### src/rtl/icache_line_buffer_pkg.sv
// Shared constants and state encoding for the single-line instruction fetch buffer.
package icache_line_buffer_pkg;

  localparam int         LINE_WORDS       = 4;
  localparam int         LINE_OFFSET_BITS = 4;
  localparam logic [2:0] RD_TYPE_LINE     = 3'b100;

  typedef enum logic [2:0] {
    S_IDLE,
    S_LOOKUP,
    S_MISS,
    S_REFILL,
    S_RESP
  } state_t;

  function automatic logic [31:0] line_base(input logic [31:0] addr);
    return {addr[31:LINE_OFFSET_BITS], {LINE_OFFSET_BITS{1'b0}}};
  endfunction

endpackage

### src/rtl/icache_line_buffer_if.sv
// Fetch-side (inst_sram) and bridge-side (icache rd/wr) signals of the line buffer.
interface icache_line_buffer_if;

  // A fetch transfers on inst_sram_req & inst_sram_addr_ok; inst_sram_data_ok is a
  // one-cycle pulse qualifying rdata. A refill transfers on icache_rd_req & icache_rd_rdy,
  // with req/addr held stable until then; every icache_ret_valid cycle is one beat.
  logic        inst_sram_req;
  logic        inst_sram_wr;
  logic [1:0]  inst_sram_size;
  logic [31:0] inst_sram_addr;
  logic [3:0]  inst_sram_wstrb;
  logic [31:0] inst_sram_wdata;
  logic        inst_sram_addr_ok;
  logic        inst_sram_data_ok;
  logic [31:0] inst_sram_rdata;
  logic        flush;

  logic        icache_rd_req;
  logic [2:0]  icache_rd_type;
  logic [31:0] icache_rd_addr;
  logic        icache_rd_rdy;
  logic        icache_ret_valid;
  logic        icache_ret_last;
  logic [31:0] icache_ret_data;

  logic        icache_wr_req;
  logic [2:0]  icache_wr_type;
  logic [31:0] icache_wr_addr;
  logic [3:0]  icache_wr_wstrb;
  logic [31:0] icache_wr_data;

  modport slave (
    input  inst_sram_req, inst_sram_wr, inst_sram_size, inst_sram_addr,
           inst_sram_wstrb, inst_sram_wdata, flush,
           icache_rd_rdy, icache_ret_valid, icache_ret_last, icache_ret_data,
    output inst_sram_addr_ok, inst_sram_data_ok, inst_sram_rdata,
           icache_rd_req, icache_rd_type, icache_rd_addr,
           icache_wr_req, icache_wr_type, icache_wr_addr, icache_wr_wstrb, icache_wr_data
  );

  modport master (
    output inst_sram_req, inst_sram_wr, inst_sram_size, inst_sram_addr,
           inst_sram_wstrb, inst_sram_wdata, flush,
           icache_rd_rdy, icache_ret_valid, icache_ret_last, icache_ret_data,
    input  inst_sram_addr_ok, inst_sram_data_ok, inst_sram_rdata,
           icache_rd_req, icache_rd_type, icache_rd_addr,
           icache_wr_req, icache_wr_type, icache_wr_addr, icache_wr_wstrb, icache_wr_data
  );

endinterface

### src/rtl/icache_line_buffer.sv
// One-line instruction buffer: one-cycle hits, 4-beat line refill on a miss, never writes.
module icache_line_buffer
  import icache_line_buffer_pkg::*;
(
  input  logic                 aclk,
  input  logic                 areset,
  icache_line_buffer_if.slave  bus,
  output state_t               dbg_state,
  output logic                 dbg_valid
);

  state_t      state_q, state_d;
  logic        valid_q, valid_d;
  logic        drop_q, drop_d;
  logic [27:0] tag_q, tag_d;
  logic [31:0] line_q [LINE_WORDS];
  logic [31:0] line_d [LINE_WORDS];
  logic [31:0] req_addr_q, req_addr_d;
  logic [1:0]  beat_cnt_q, beat_cnt_d;

  logic hit;
  logic addr_ok;
  logic data_ok;
  logic rd_req;
  logic unused_inputs;

  assign hit     = (state_q == S_LOOKUP) && valid_q && (tag_q == req_addr_q[31:4]);
  // Gated by reset so every output reads 0 while areset is held.
  assign addr_ok = bus.inst_sram_req && !areset && ((state_q == S_IDLE) || hit);
  assign rd_req  = (state_q == S_MISS);

  always_comb begin
    state_d    = state_q;
    valid_d    = valid_q;
    drop_d     = drop_q;
    tag_d      = tag_q;
    line_d     = line_q;
    req_addr_d = req_addr_q;
    beat_cnt_d = beat_cnt_q;
    data_ok    = 1'b0;

    if (addr_ok) req_addr_d = bus.inst_sram_addr;

    case (state_q)
      S_IDLE: begin
        if (bus.flush) valid_d = 1'b0;
        if (addr_ok) state_d = S_LOOKUP;
      end
      S_LOOKUP: begin
        if (bus.flush) valid_d = 1'b0;
        if (hit) begin
          data_ok = 1'b1;
          state_d = addr_ok ? S_LOOKUP : S_IDLE;
        end else begin
          state_d = S_MISS;
        end
      end
      S_MISS: begin
        if (bus.flush) drop_d = 1'b1;
        if (bus.icache_rd_rdy) begin
          state_d    = S_REFILL;
          beat_cnt_d = 2'd0;
        end
      end
      S_REFILL: begin
        if (bus.flush) drop_d = 1'b1;
        if (bus.icache_ret_valid) begin
          line_d[beat_cnt_q] = bus.icache_ret_data;
          beat_cnt_d         = beat_cnt_q + 2'd1;
          // A flush seen at any point of the burst leaves the filled line invalid.
          if (bus.icache_ret_last) begin
            tag_d   = req_addr_q[31:4];
            valid_d = ~(drop_q | bus.flush);
            drop_d  = 1'b0;
            state_d = S_RESP;
          end
        end
      end
      S_RESP: begin
        data_ok = 1'b1;
        if (bus.flush) valid_d = 1'b0;
        state_d = S_IDLE;
      end
      default: state_d = S_IDLE;
    endcase
  end

  always_ff @(posedge aclk or posedge areset) begin
    if (areset) begin
      state_q    <= S_IDLE;
      valid_q    <= 1'b0;
      drop_q     <= 1'b0;
      tag_q      <= '0;
      line_q     <= '{default: '0};
      req_addr_q <= '0;
      beat_cnt_q <= '0;
    end else begin
      state_q    <= state_d;
      valid_q    <= valid_d;
      drop_q     <= drop_d;
      tag_q      <= tag_d;
      line_q     <= line_d;
      req_addr_q <= req_addr_d;
      beat_cnt_q <= beat_cnt_d;
    end
  end

  assign bus.inst_sram_addr_ok = addr_ok;
  assign bus.inst_sram_data_ok = data_ok;
  assign bus.inst_sram_rdata   = data_ok ? line_q[req_addr_q[3:2]] : 32'h0;

  assign bus.icache_rd_req  = rd_req;
  assign bus.icache_rd_type = rd_req ? RD_TYPE_LINE : 3'b000;
  assign bus.icache_rd_addr = rd_req ? line_base(req_addr_q) : 32'h0;

  assign bus.icache_wr_req   = 1'b0;
  assign bus.icache_wr_type  = 3'b000;
  assign bus.icache_wr_addr  = 32'h0;
  assign bus.icache_wr_wstrb = 4'h0;
  assign bus.icache_wr_data  = 32'h0;

  assign dbg_state = state_q;
  assign dbg_valid = valid_q;

  assign unused_inputs = ^{bus.inst_sram_wr, bus.inst_sram_size, bus.inst_sram_wstrb,
                           bus.inst_sram_wdata, req_addr_q[1:0]};

endmodule

### src/flat_wrapper.sv
// flat-port wrapper written by rule: the top's interface ports become plain ports
module icache_line_buffer_flat import icache_line_buffer_pkg::*;
  (aclk, areset, dbg_state, dbg_valid, bus_inst_sram_req, bus_inst_sram_wr, bus_inst_sram_size, bus_inst_sram_addr, bus_inst_sram_wstrb, bus_inst_sram_wdata, bus_flush, bus_icache_rd_rdy, bus_icache_ret_valid, bus_icache_ret_last, bus_icache_ret_data, bus_inst_sram_addr_ok, bus_inst_sram_data_ok, bus_inst_sram_rdata, bus_icache_rd_req, bus_icache_rd_type, bus_icache_rd_addr, bus_icache_wr_req, bus_icache_wr_type, bus_icache_wr_addr, bus_icache_wr_wstrb, bus_icache_wr_data);
  icache_line_buffer_if bus_i ();
  input  logic aclk;
  input  logic areset;
  output state_t dbg_state;
  output logic dbg_valid;
  input wire logic [$bits(bus_i.inst_sram_req)-1:0] bus_inst_sram_req;
  input wire logic [$bits(bus_i.inst_sram_wr)-1:0] bus_inst_sram_wr;
  input wire logic [$bits(bus_i.inst_sram_size)-1:0] bus_inst_sram_size;
  input wire logic [$bits(bus_i.inst_sram_addr)-1:0] bus_inst_sram_addr;
  input wire logic [$bits(bus_i.inst_sram_wstrb)-1:0] bus_inst_sram_wstrb;
  input wire logic [$bits(bus_i.inst_sram_wdata)-1:0] bus_inst_sram_wdata;
  input wire logic [$bits(bus_i.flush)-1:0] bus_flush;
  input wire logic [$bits(bus_i.icache_rd_rdy)-1:0] bus_icache_rd_rdy;
  input wire logic [$bits(bus_i.icache_ret_valid)-1:0] bus_icache_ret_valid;
  input wire logic [$bits(bus_i.icache_ret_last)-1:0] bus_icache_ret_last;
  input wire logic [$bits(bus_i.icache_ret_data)-1:0] bus_icache_ret_data;
  output wire logic [$bits(bus_i.inst_sram_addr_ok)-1:0] bus_inst_sram_addr_ok;
  output wire logic [$bits(bus_i.inst_sram_data_ok)-1:0] bus_inst_sram_data_ok;
  output wire logic [$bits(bus_i.inst_sram_rdata)-1:0] bus_inst_sram_rdata;
  output wire logic [$bits(bus_i.icache_rd_req)-1:0] bus_icache_rd_req;
  output wire logic [$bits(bus_i.icache_rd_type)-1:0] bus_icache_rd_type;
  output wire logic [$bits(bus_i.icache_rd_addr)-1:0] bus_icache_rd_addr;
  output wire logic [$bits(bus_i.icache_wr_req)-1:0] bus_icache_wr_req;
  output wire logic [$bits(bus_i.icache_wr_type)-1:0] bus_icache_wr_type;
  output wire logic [$bits(bus_i.icache_wr_addr)-1:0] bus_icache_wr_addr;
  output wire logic [$bits(bus_i.icache_wr_wstrb)-1:0] bus_icache_wr_wstrb;
  output wire logic [$bits(bus_i.icache_wr_data)-1:0] bus_icache_wr_data;
  assign bus_i.inst_sram_req = bus_inst_sram_req;
  assign bus_i.inst_sram_wr = bus_inst_sram_wr;
  assign bus_i.inst_sram_size = bus_inst_sram_size;
  assign bus_i.inst_sram_addr = bus_inst_sram_addr;
  assign bus_i.inst_sram_wstrb = bus_inst_sram_wstrb;
  assign bus_i.inst_sram_wdata = bus_inst_sram_wdata;
  assign bus_i.flush = bus_flush;
  assign bus_i.icache_rd_rdy = bus_icache_rd_rdy;
  assign bus_i.icache_ret_valid = bus_icache_ret_valid;
  assign bus_i.icache_ret_last = bus_icache_ret_last;
  assign bus_i.icache_ret_data = bus_icache_ret_data;
  assign bus_inst_sram_addr_ok = bus_i.inst_sram_addr_ok;
  assign bus_inst_sram_data_ok = bus_i.inst_sram_data_ok;
  assign bus_inst_sram_rdata = bus_i.inst_sram_rdata;
  assign bus_icache_rd_req = bus_i.icache_rd_req;
  assign bus_icache_rd_type = bus_i.icache_rd_type;
  assign bus_icache_rd_addr = bus_i.icache_rd_addr;
  assign bus_icache_wr_req = bus_i.icache_wr_req;
  assign bus_icache_wr_type = bus_i.icache_wr_type;
  assign bus_icache_wr_addr = bus_i.icache_wr_addr;
  assign bus_icache_wr_wstrb = bus_i.icache_wr_wstrb;
  assign bus_icache_wr_data = bus_i.icache_wr_data;
  icache_line_buffer u_core (.aclk(aclk), .areset(areset), .bus(bus_i), .dbg_state(dbg_state), .dbg_valid(dbg_valid));
endmodule
### config.mk
export PLATFORM = sky130hd
export DESIGN_NAME = icache_line_buffer_flat
export DESIGN_NICKNAME = d
export VERILOG_FILES = /design/src/rtl/icache_line_buffer_pkg.sv /design/src/rtl/icache_line_buffer_if.sv /design/src/rtl/icache_line_buffer.sv /design/src/flat_wrapper.sv
export SDC_FILE = /design/constraint.sdc
export NUM_CORES = 1
export LEC_CHECK = 0
export CORE_MARGIN = 2
export CORE_UTILIZATION = 50
export DETAILED_ROUTE_END_ITERATION = 8
export PLACE_DENSITY_LB_ADDON = 0.15
export SYNTH_ARGS = -nofsm -noshare
export SYNTH_HDL_FRONTEND = slang
export SYNTH_SLANG_ARGS = --single-unit
### constraint.sdc
create_clock -name aclk -period 11.7 [get_ports aclk]
set_input_delay 2.34 -clock aclk [delete_from_list [all_inputs] [get_ports aclk]]
set_output_delay 2.34 -clock aclk [all_outputs]
set_load 0.1 [all_outputs]
==> impl.org, run 1 <==
** Timing
- Endpoints failing hold :: 0
- Final worst path period need :: 6.95 ns
- Final worst hold slack :: 0.483 ns
- Based on the critical path, the design can be clocked at up to 144 MHz.
- Number of pins exceeding their max-slew limit in the final report :: 0
- The worst pin sits at a relative slew slack of 24.1%.
- Summed over all failing endpoints, the final setup total negative slack is 0 ns.
- Once routing completed, OpenROAD measured the worst setup slack at 4.75 ns.
- Across the routed clock network, the largest skew measured is 0.0102 ns.
- RSZ-0062 raised after global routing :: false
- The final critical path takes up 59.4% of the cycle.
- Pin slew with the least headroom to its limit :: 1.14 ns
- Final setup violating endpoints :: 0

** Logic synthesis
- Sequential cell area fraction in the yosys report :: 46.4%
- Synthesis produced 867 cells.
- For this run, asynchronously set or reset flops after synthesis account for 100%.
- Post-synth EDFFs :: 0
- Top cell type's share of synthesized area :: 46.4%
- Leading register cell type out of synthesis :: dfrtp_1
- Synthesized area per cell :: 12.0 sq um
- Counting flops and latches in the post-synthesis netlist gives 193.
- Cell area after synthesis :: 10,400 sq um
- The biggest area contributor in the post-synthesis netlist is dfrtp_1.
- Ranking of synthesized cells by area :: dfrtp_1, mux2_2, mux4_2
- For this run, the number of Yosys warnings is 0.
- Number of distinct library cells after synthesis :: 43

** Placed design
- Cell Area, Placed :: 11,700 sq um
- Port Buffer Count :: 136
- Once detailed placement completed, the half-perimeter wirelength came to 14,500 um.
- Routability-driven placement finished with a final weighted congestion of 0.813.
- Placement-stage worst setup slack :: 4.70 ns

** Die
- Area of the placeable core :: 20,400 sq um
- Once the floorplan was initialized, standard cells occupied 51.1% of the core.
- The floorplan step set the die height to 148 um.
- The initialized floorplan defines 52 standard-cell rows.
- Floorplan die area :: 22,000 sq um
- Pin placement for this block handled 256 I/O pins.
- In this run the horizontal extent of the chip is 148 um.

** Setup path
- CP startpoint kind :: primary input
- Required time of the critical path :: 9.36 ns
- The critical path goes through clkdlybuf4s50_1 > clkinv_4 > nand2_1 > nor2_1 > clkdlybuf4s50_1.
- Worst-path maximum fanout :: 58
- The critical path in this run is classified as primary input to primary output.
- On the worst path, the slowest cell contributes a delay of 1.14 ns.
- Data arrives at the worst endpoint at 4.61 ns.
- By instance count, the cell type seen most on the critical path is clkdlybuf4s50_1.
- The largest individual stage delay along the critical path comes from the cell clkdlybuf4s50_1.
- STA classifies the critical path endpoint as a primary output.

** Detailed routing
- After detailed routing, the number of vias per cell comes to 5.59.
- Final routed DRC violation total :: 0
- The first routing iteration left 306 violations.
- The final route contains 7,010 vias.
- After detailed routing, the total wire length is 23,000 um.
- Before antenna repair, the detailed router went through 4 iterations.
- In the final routed layout, each cell accounts on average for 18.3 um.
- Antenna-violating nets left :: 0

** Final layout
- Util after Layout :: 60.4%
- In the final layout, the share of cells above drive strength 1 is 24.3%.
- The layout has 1,643 filler cells.
- 0 antenna diodes ended up in the layout.
- The area growth from synthesis to layout is 18.2%.
- Post-route standard cell area excluding fillers :: 12,300 sq um
- Post-layout nets :: 1,086

** Power and ir drop
- In this run the power density over the cells is 298 nW/um^2.
- Static leakage power :: 5.18 nW
- Largest voltage drop on the vdd net :: 0.000243 V

** Clock tree
- CTS sink cnt :: 193
- The H-tree generated during clock tree synthesis spans 4 levels.
- TritonCTS built the clock tree.
- Clock Path Buffers :: 2
- Counting the buffers created by CTS gives 17.
- Post-CTS setup-driven buffer insertion count :: 0
- Cts hold-fix bufs :: 0
- Insertion delay of the later-clocked pin in the worst-skew pair :: 0.43 ns
- Root Buffer Master :: clkbuf_16
- CTS-repair resized insts :: 0
- Clock transition at the registers of the reported paths :: 0.07 ns

** Global routing
- The first global-routing pass estimated 37,200 um of wire.
- In the global route stage, overall resource usage came out at 21.6%.
- Entering global routing, the biggest net connects 79 pins.
- The number of antenna violations at the first check in global routing was 0.
- After global routing the overflow that remains totals 0.
- Number of global-route vias before repair :: 6,900

** Run
- Max capacitance violation total :: 0

** Min path
- In this run the worst hold path is classified as flop to flop.

** Outcome
- Outcome :: finished clean
-- final timing paths --
path                                                      to  slack (ns)                       startpoint  cells after the start
max                                    bus_inst_sram_addr_ok        4.75                           areset                      5
min                             u_core.dbg_valid$_DFFE_PP0P_        0.48        u_core.drop_q$_DFFE_PP0P_                      1
max reg2reg                     u_core.tag_q[18]$_DFFE_PP0P_        9.01  u_core.dbg_state[1]$_DFFE_PP0P_                      5
min reg2reg                     u_core.dbg_valid$_DFFE_PP0P_        0.48        u_core.drop_q$_DFFE_PP0P_                      1
max in group asynchronous      u_core.line_q[94]$_DFFE_PP0P_        7.99                           areset                      3
min in group asynchronous  u_core.req_addr_q[13]$_DFFE_PP0P_        2.33                           areset                      2
-- registers in the layout, indices dropped and copies added (netlist names) --
| register | flops |
|---|---|
| u_core.drop_q | 1 |
| u_core.tag_q | 28 |
| u_core.dbg_valid | 1 |
| u_core.req_addr_q | 30 |
| u_core.dbg_state | 3 |
| u_core.beat_cnt_q | 2 |
| u_core.line_q | 128 |
-- kinds of logic after synthesis --
group	count (synthesis)	synth area share, %
DFF	193	46.4
and+or+nand+nor	203	11.9
AOI/OAI and AO/OA	105	7.05
buffers and inverters	151	8.56
adders and majority gates	4	0.481
xor gates and xnor gates	24	2.02
other	1	0.0360
muxes	186	23.6
-- worst max-delay path, delay by kind of cell --
kind,cells,cell delay [ns]
buffers and inverters,3,2.00
and+or+nand+nor,2,0.25
-- routing by layer --
| layer | part of all wire [%] | up-vias | GRT usage (%) |
|---|---|---|---|
| met1 | 45 | 3586 | 29.8 |
| met3 | 5.0 | 18 | 3.83 |
| met5 | 0 | - | 0 |
| met2 | 49 | 203 | 35.5 |
| li1 | - | 3203 | - |
| met4 | 1.0 | 0 | 6.05 |
-- synthesized netlist by cell type (6+ instances only) --
cell,n
dfrtp_1,193
mux2_2,151
buf_4,79
and2_1,58
nand2_1,44
nand4_1,37
clkbuf_1,36
mux4_2,32
nand3b_1,31
a22oi_1,30
a21boi_1,29
a31oi_1,29
buf_2,22
xnor2_1,19
inv_1,7
nand3_1,7
buf_1,6
nand2b_1,6
o21ai_0,6
-- final cells by class --
type                       instances  area, sq um  area share, %
timing repair buffer             152         1480           12.0
sequential                       193         4830           39.3
inverter                           8         35.0          0.285
clock inverter                    13          171           1.39
clock buffer                      19          453           3.68
tap                              270          338           2.75
multi-input combinational        600         5000           40.6
-- placed cells by master (no fill, tap or decap), drive strengths merged, types with 29 or more instances in the layout --
| cell | netlist | layout |
|---|---|---|
| and2 | 58 | 58 |
| a21boi | 32 | 32 |
| mux4 | 32 | 32 |
| clkdlybuf4s50 | 0 | 136 |
| mux2 | 154 | 154 |
| nand4 | 37 | 37 |
| a22oi | 30 | 30 |
| dfrtp | 193 | 193 |
| nand3b | 31 | 31 |
| nand2 | 44 | 44 |
| a31oi | 29 | 29 |
| conb | 1 | 78 |
-- where the power goes --
group / switching [mW] / internal, mW / total, mW
clock: 0.261 / 0.352 / 0.613
sequential: 0.182 / 0.959 / 1.14
combinational: 1.22 / 0.686 / 1.91
-- stage by stage --
step	cells	total power, mW
finish	1255	3.66
floorplan	944	2.67
global placement	1223	3.01
global route	1255	3.85
detailed placement	1223	3.05
CTS	1255	3.68
Power figures use the tool's default switching activity.
==> run 2: changes to the inputs <==
==> constraint.sdc (replaced) <==
create_clock -name aclk -period 6.98 [get_ports aclk]
set_input_delay 1.396 -clock aclk [delete_from_list [all_inputs] [get_ports aclk]]
set_output_delay 1.396 -clock aclk [all_outputs]
set_load 0.1 [all_outputs]
==> run 2 against run 1 <==
Hold slack got worse by 0.0077 ns. Register-to-register slack got worse by 4.8 ns. Setup slack got worse by 3.2 ns. Combinational power increased by 69%. Via count decreased by 0.77%. Wire length increased by 0.80%. Die area unchanged. Largest cell class unchanged.
==> impl.org, run 2 (synthesis results as in run 1) <==
** Min path
- Cell depth of the worst min-delay path :: 1 (unchanged)
- Hold Crit Class :: flop to flop (unchanged)

** Timing
- Worst Skew :: 0.00963 ns (was 0.0102 ns)
- Counting I/O delays and the setup requirement, the final critical path takes 5.43 ns.
- Pin slew with the least headroom to its limit :: 1.17 ns (was 1.14 ns)
- The number of pins with negative max-slew slack in the final report is 0 (unchanged).
- Static timing analysis puts the maximum clock frequency at 184 MHz.
- RSZ-0062 raised after global routing :: false (unchanged)
- Relative max-transition margin :: 21.7% (was 24.1%)
- Final setup violating endpoints :: 0 (unchanged)
- The final setup TNS came to 0 ns (unchanged).
- The count of endpoints failing hold in the final timing report was 0 (unchanged).
- Post-route clock period utilization :: 77.8%
- Final worst hold slack :: 0.475 ns (was 0.483 ns)

** Die
- The row count is 52 (unchanged).
- The overall die area came to 22,000 sq um (unchanged).
- The starting density of the core is 51.1% (unchanged).
- Ports :: 256 (unchanged)
- Horizontal die dimension :: 148 um (unchanged)
- Area of the placeable core :: 20,400 sq um (unchanged)
- Die Height :: 148 um (unchanged)

** Setup path
- Worst setup path class :: flop to primary output (was primary input to primary output)
- Arrival time at the worst endpoint :: 4.04 ns (was 4.61 ns)
- Worst-path maximum fanout :: 61 (was 58)
- The data required time of the critical path was 5.58 ns (was 9.36 ns).
- The kind of end point of the critical path was a primary output (unchanged).
- Reg2Reg Depth :: 5 (unchanged)
- The startpoint kind of the worst setup timing path is a flop (was primary input).

** Detailed routing
- Total length of routed wires :: 23,200 um (was 23,000 um)
- Antenna-violating nets left :: 0 (unchanged)
- Total via count in the routed design :: 6,956 (was 7,010)
- The DRC violation total after the first TritonRoute iteration is 423 (was 306).
- Final routed DRC violation total :: 0 (unchanged)
- The average routed wire per standard cell came to 18.5 um (was 18.3 um).
- Number of optimization iterations in the first detailed-route pass :: 5 (was 4)
- Via density per instance :: 5.55 (was 5.59)

** Final layout
- Most used cells in the layout excluding fill and tap cells :: dfrtp_1, mux2_2, clkdlybuf4s50_1, conb_1, and2_1 (unchanged)
- Most flops, register :: u_core.line_q (unchanged)
- The share of layout cells above drive strength 1 is 27.3% (was 24.3%).
- The most common cell after layout, fill and taps aside is dfrtp_1 (unchanged).
- Flip-flop count of the largest register, all copies and words added :: 128 (unchanged)
- The antenna cell count is 0 (unchanged).
- The area added between synthesis and finish is 17.2% (was 18.2%).
- Biggest registers after layout :: u_core.line_q (128), u_core.req_addr_q (30), u_core.tag_q (28) (unchanged)
- Post-layout nets :: 1,085 (was 1,086)
- Filler cell count in the final layout :: 1,671 (was 1,643)

** Clock tree
- The clock tree from TritonCTS is yes (unchanged).
- Clock Path Buffers :: 2 (unchanged)
- The clock-pin transition on the worst setup and hold timing paths was 0.06 ns (was 0.07 ns).
- Post-CTS setup-driven buffer insertion count :: 0 (unchanged)
- The number of buffers created by CTS is 17 (unchanged).
- CTS sink cnt :: 193 (unchanged)
- CTS-repair resized insts :: 0 (unchanged)
- The number of hold-repair buffers added at the cts stage came to 0 (unchanged).
- The number of levels the H-tree was split into was 4 (unchanged).
- Root Buffer Master :: clkbuf_16 (unchanged)
- The clock latency reported for the late side of the worst-skew pair came to 0.43 ns (about the same).

** Power and ir drop
- The areal power density over the cells came to 501 nW/um^2 (was 298 nW/um^2).
- Static leakage power :: 5.23 nW (was 5.18 nW)
- The worst vdd rail ir drop is 0.000462 V (was 0.000243 V).

** Outcome
- Outcome: finished clean (unchanged).

** Placed design
- Port Buffer Count :: 136 (unchanged)
- Half-perimeter wire length after detailed placement :: 14,200 um (was 14,500 um)
- Placer's final routability congestion estimate :: 0.759 (was 0.813)

** Global routing
- The overall routing resource usage was 21.7% (was 21.6%).
- Number of antenna violations at the first check in global routing :: 0 (unchanged)
- Largest net degree at the start of global routing :: 194 (was 79)
- Number of global-route vias before repair :: 6,978 (was 6,900)
- The global-route wire length before repair was 37,400 um (was 37,200 um).
- The total global routing overflow is 0 (unchanged).

** Run
- The count of max-cap constraint violations was 0 (unchanged).
run 2: cell count changes in the layout (fill, tap and decap cells not counted):
cell / before / now
clkdlybuf4s50_1: 136 / 104
buf_4: 16 / 46
inv_6: 4 / 1
buf_12: 0 / 1
clkbuf_1: 0 / 1
clkbuf_8: 2 / 1
clkinv_2: 2 / 3
clkinvlp_4: 1 / 2
run 2: final cells by class:
class	instances	area [sq um]	share of cell area, %
Multi-Input combinational cell	600	5000	40.9
Sequential cell	193	4830	39.6
Timing Repair Buffer	151	1410	11.5
Clock buffer	19	443	3.63
Tap cell	270	338	2.77
Clock inverter	12	159	1.30
Inverter	8	33.8	0.277
run 2: metrics by stage:
step,setup slack [ns],cell area [sq um],util [%],total power [mW],instances
3_3_place_gp,2.01,11600,57.0,5.06,1222
4_1_cts,1.61,12200,59.9,6.14,1253
3_5_place_dp,2.00,11600,57.0,5.13,1222
6_report,1.55,12200,59.9,6.12,1253
2_1_floorplan,0.170,10700,-,4.48,944
5_1_grt,1.38,12200,59.9,6.43,1253
run 2: worst paths after layout:
| kind | from | to | slack, ns |
|---|---|---|---|
| worst min register to register | u_core.drop_q$_DFFE_PP0P_ | u_core.dbg_valid$_DFFE_PP0P_ | 0.48 |
| worst max register to register | u_core.dbg_state[1]$_DFFE_PP0P_ | u_core.tag_q[18]$_DFFE_PP0P_ | 4.26 |
| max in group asynchronous | areset | u_core.tag_q[23]$_DFFE_PP0P_ | 4.53 |
| worst max-delay path | u_core.req_addr_q[27]$_DFFE_PP0P_ | bus_inst_sram_data_ok | 1.55 |
| worst min-delay path | u_core.drop_q$_DFFE_PP0P_ | u_core.dbg_valid$_DFFE_PP0P_ | 0.48 |
| min in group asynchronous | areset | u_core.req_addr_q[16]$_DFFE_PP0P_ | 1.63 |
run 2: routing by layer:
layer  global-route usage [%]  part of all wire [%]
met1                     30.3                    46
met2                     34.8                    48
met3                     4.45                   4.6
met4                     5.95                   1.4
met5                        0                     0
run 2: where the power goes:
| part | switching [mW] | leakage, nW | internal (mW) |
|---|---|---|---|
| combinational | 2.07 | 2.70 | 1.15 |
| clock | 0.426 | 0.295 | 0.575 |
| sequential | 0.293 | 2.24 | 1.61 |
run 2: critical path, stage by stage (launching register included):
cell             delay [ns]
dfrtp_1                0.44
xnor2_1                0.35
nand4_1                0.22
nor4_4                 0.30
buf_4                  0.58
nand3_1                0.14
buf_4                  0.29
nand2_1                0.12
clkdlybuf4s50_1        1.13
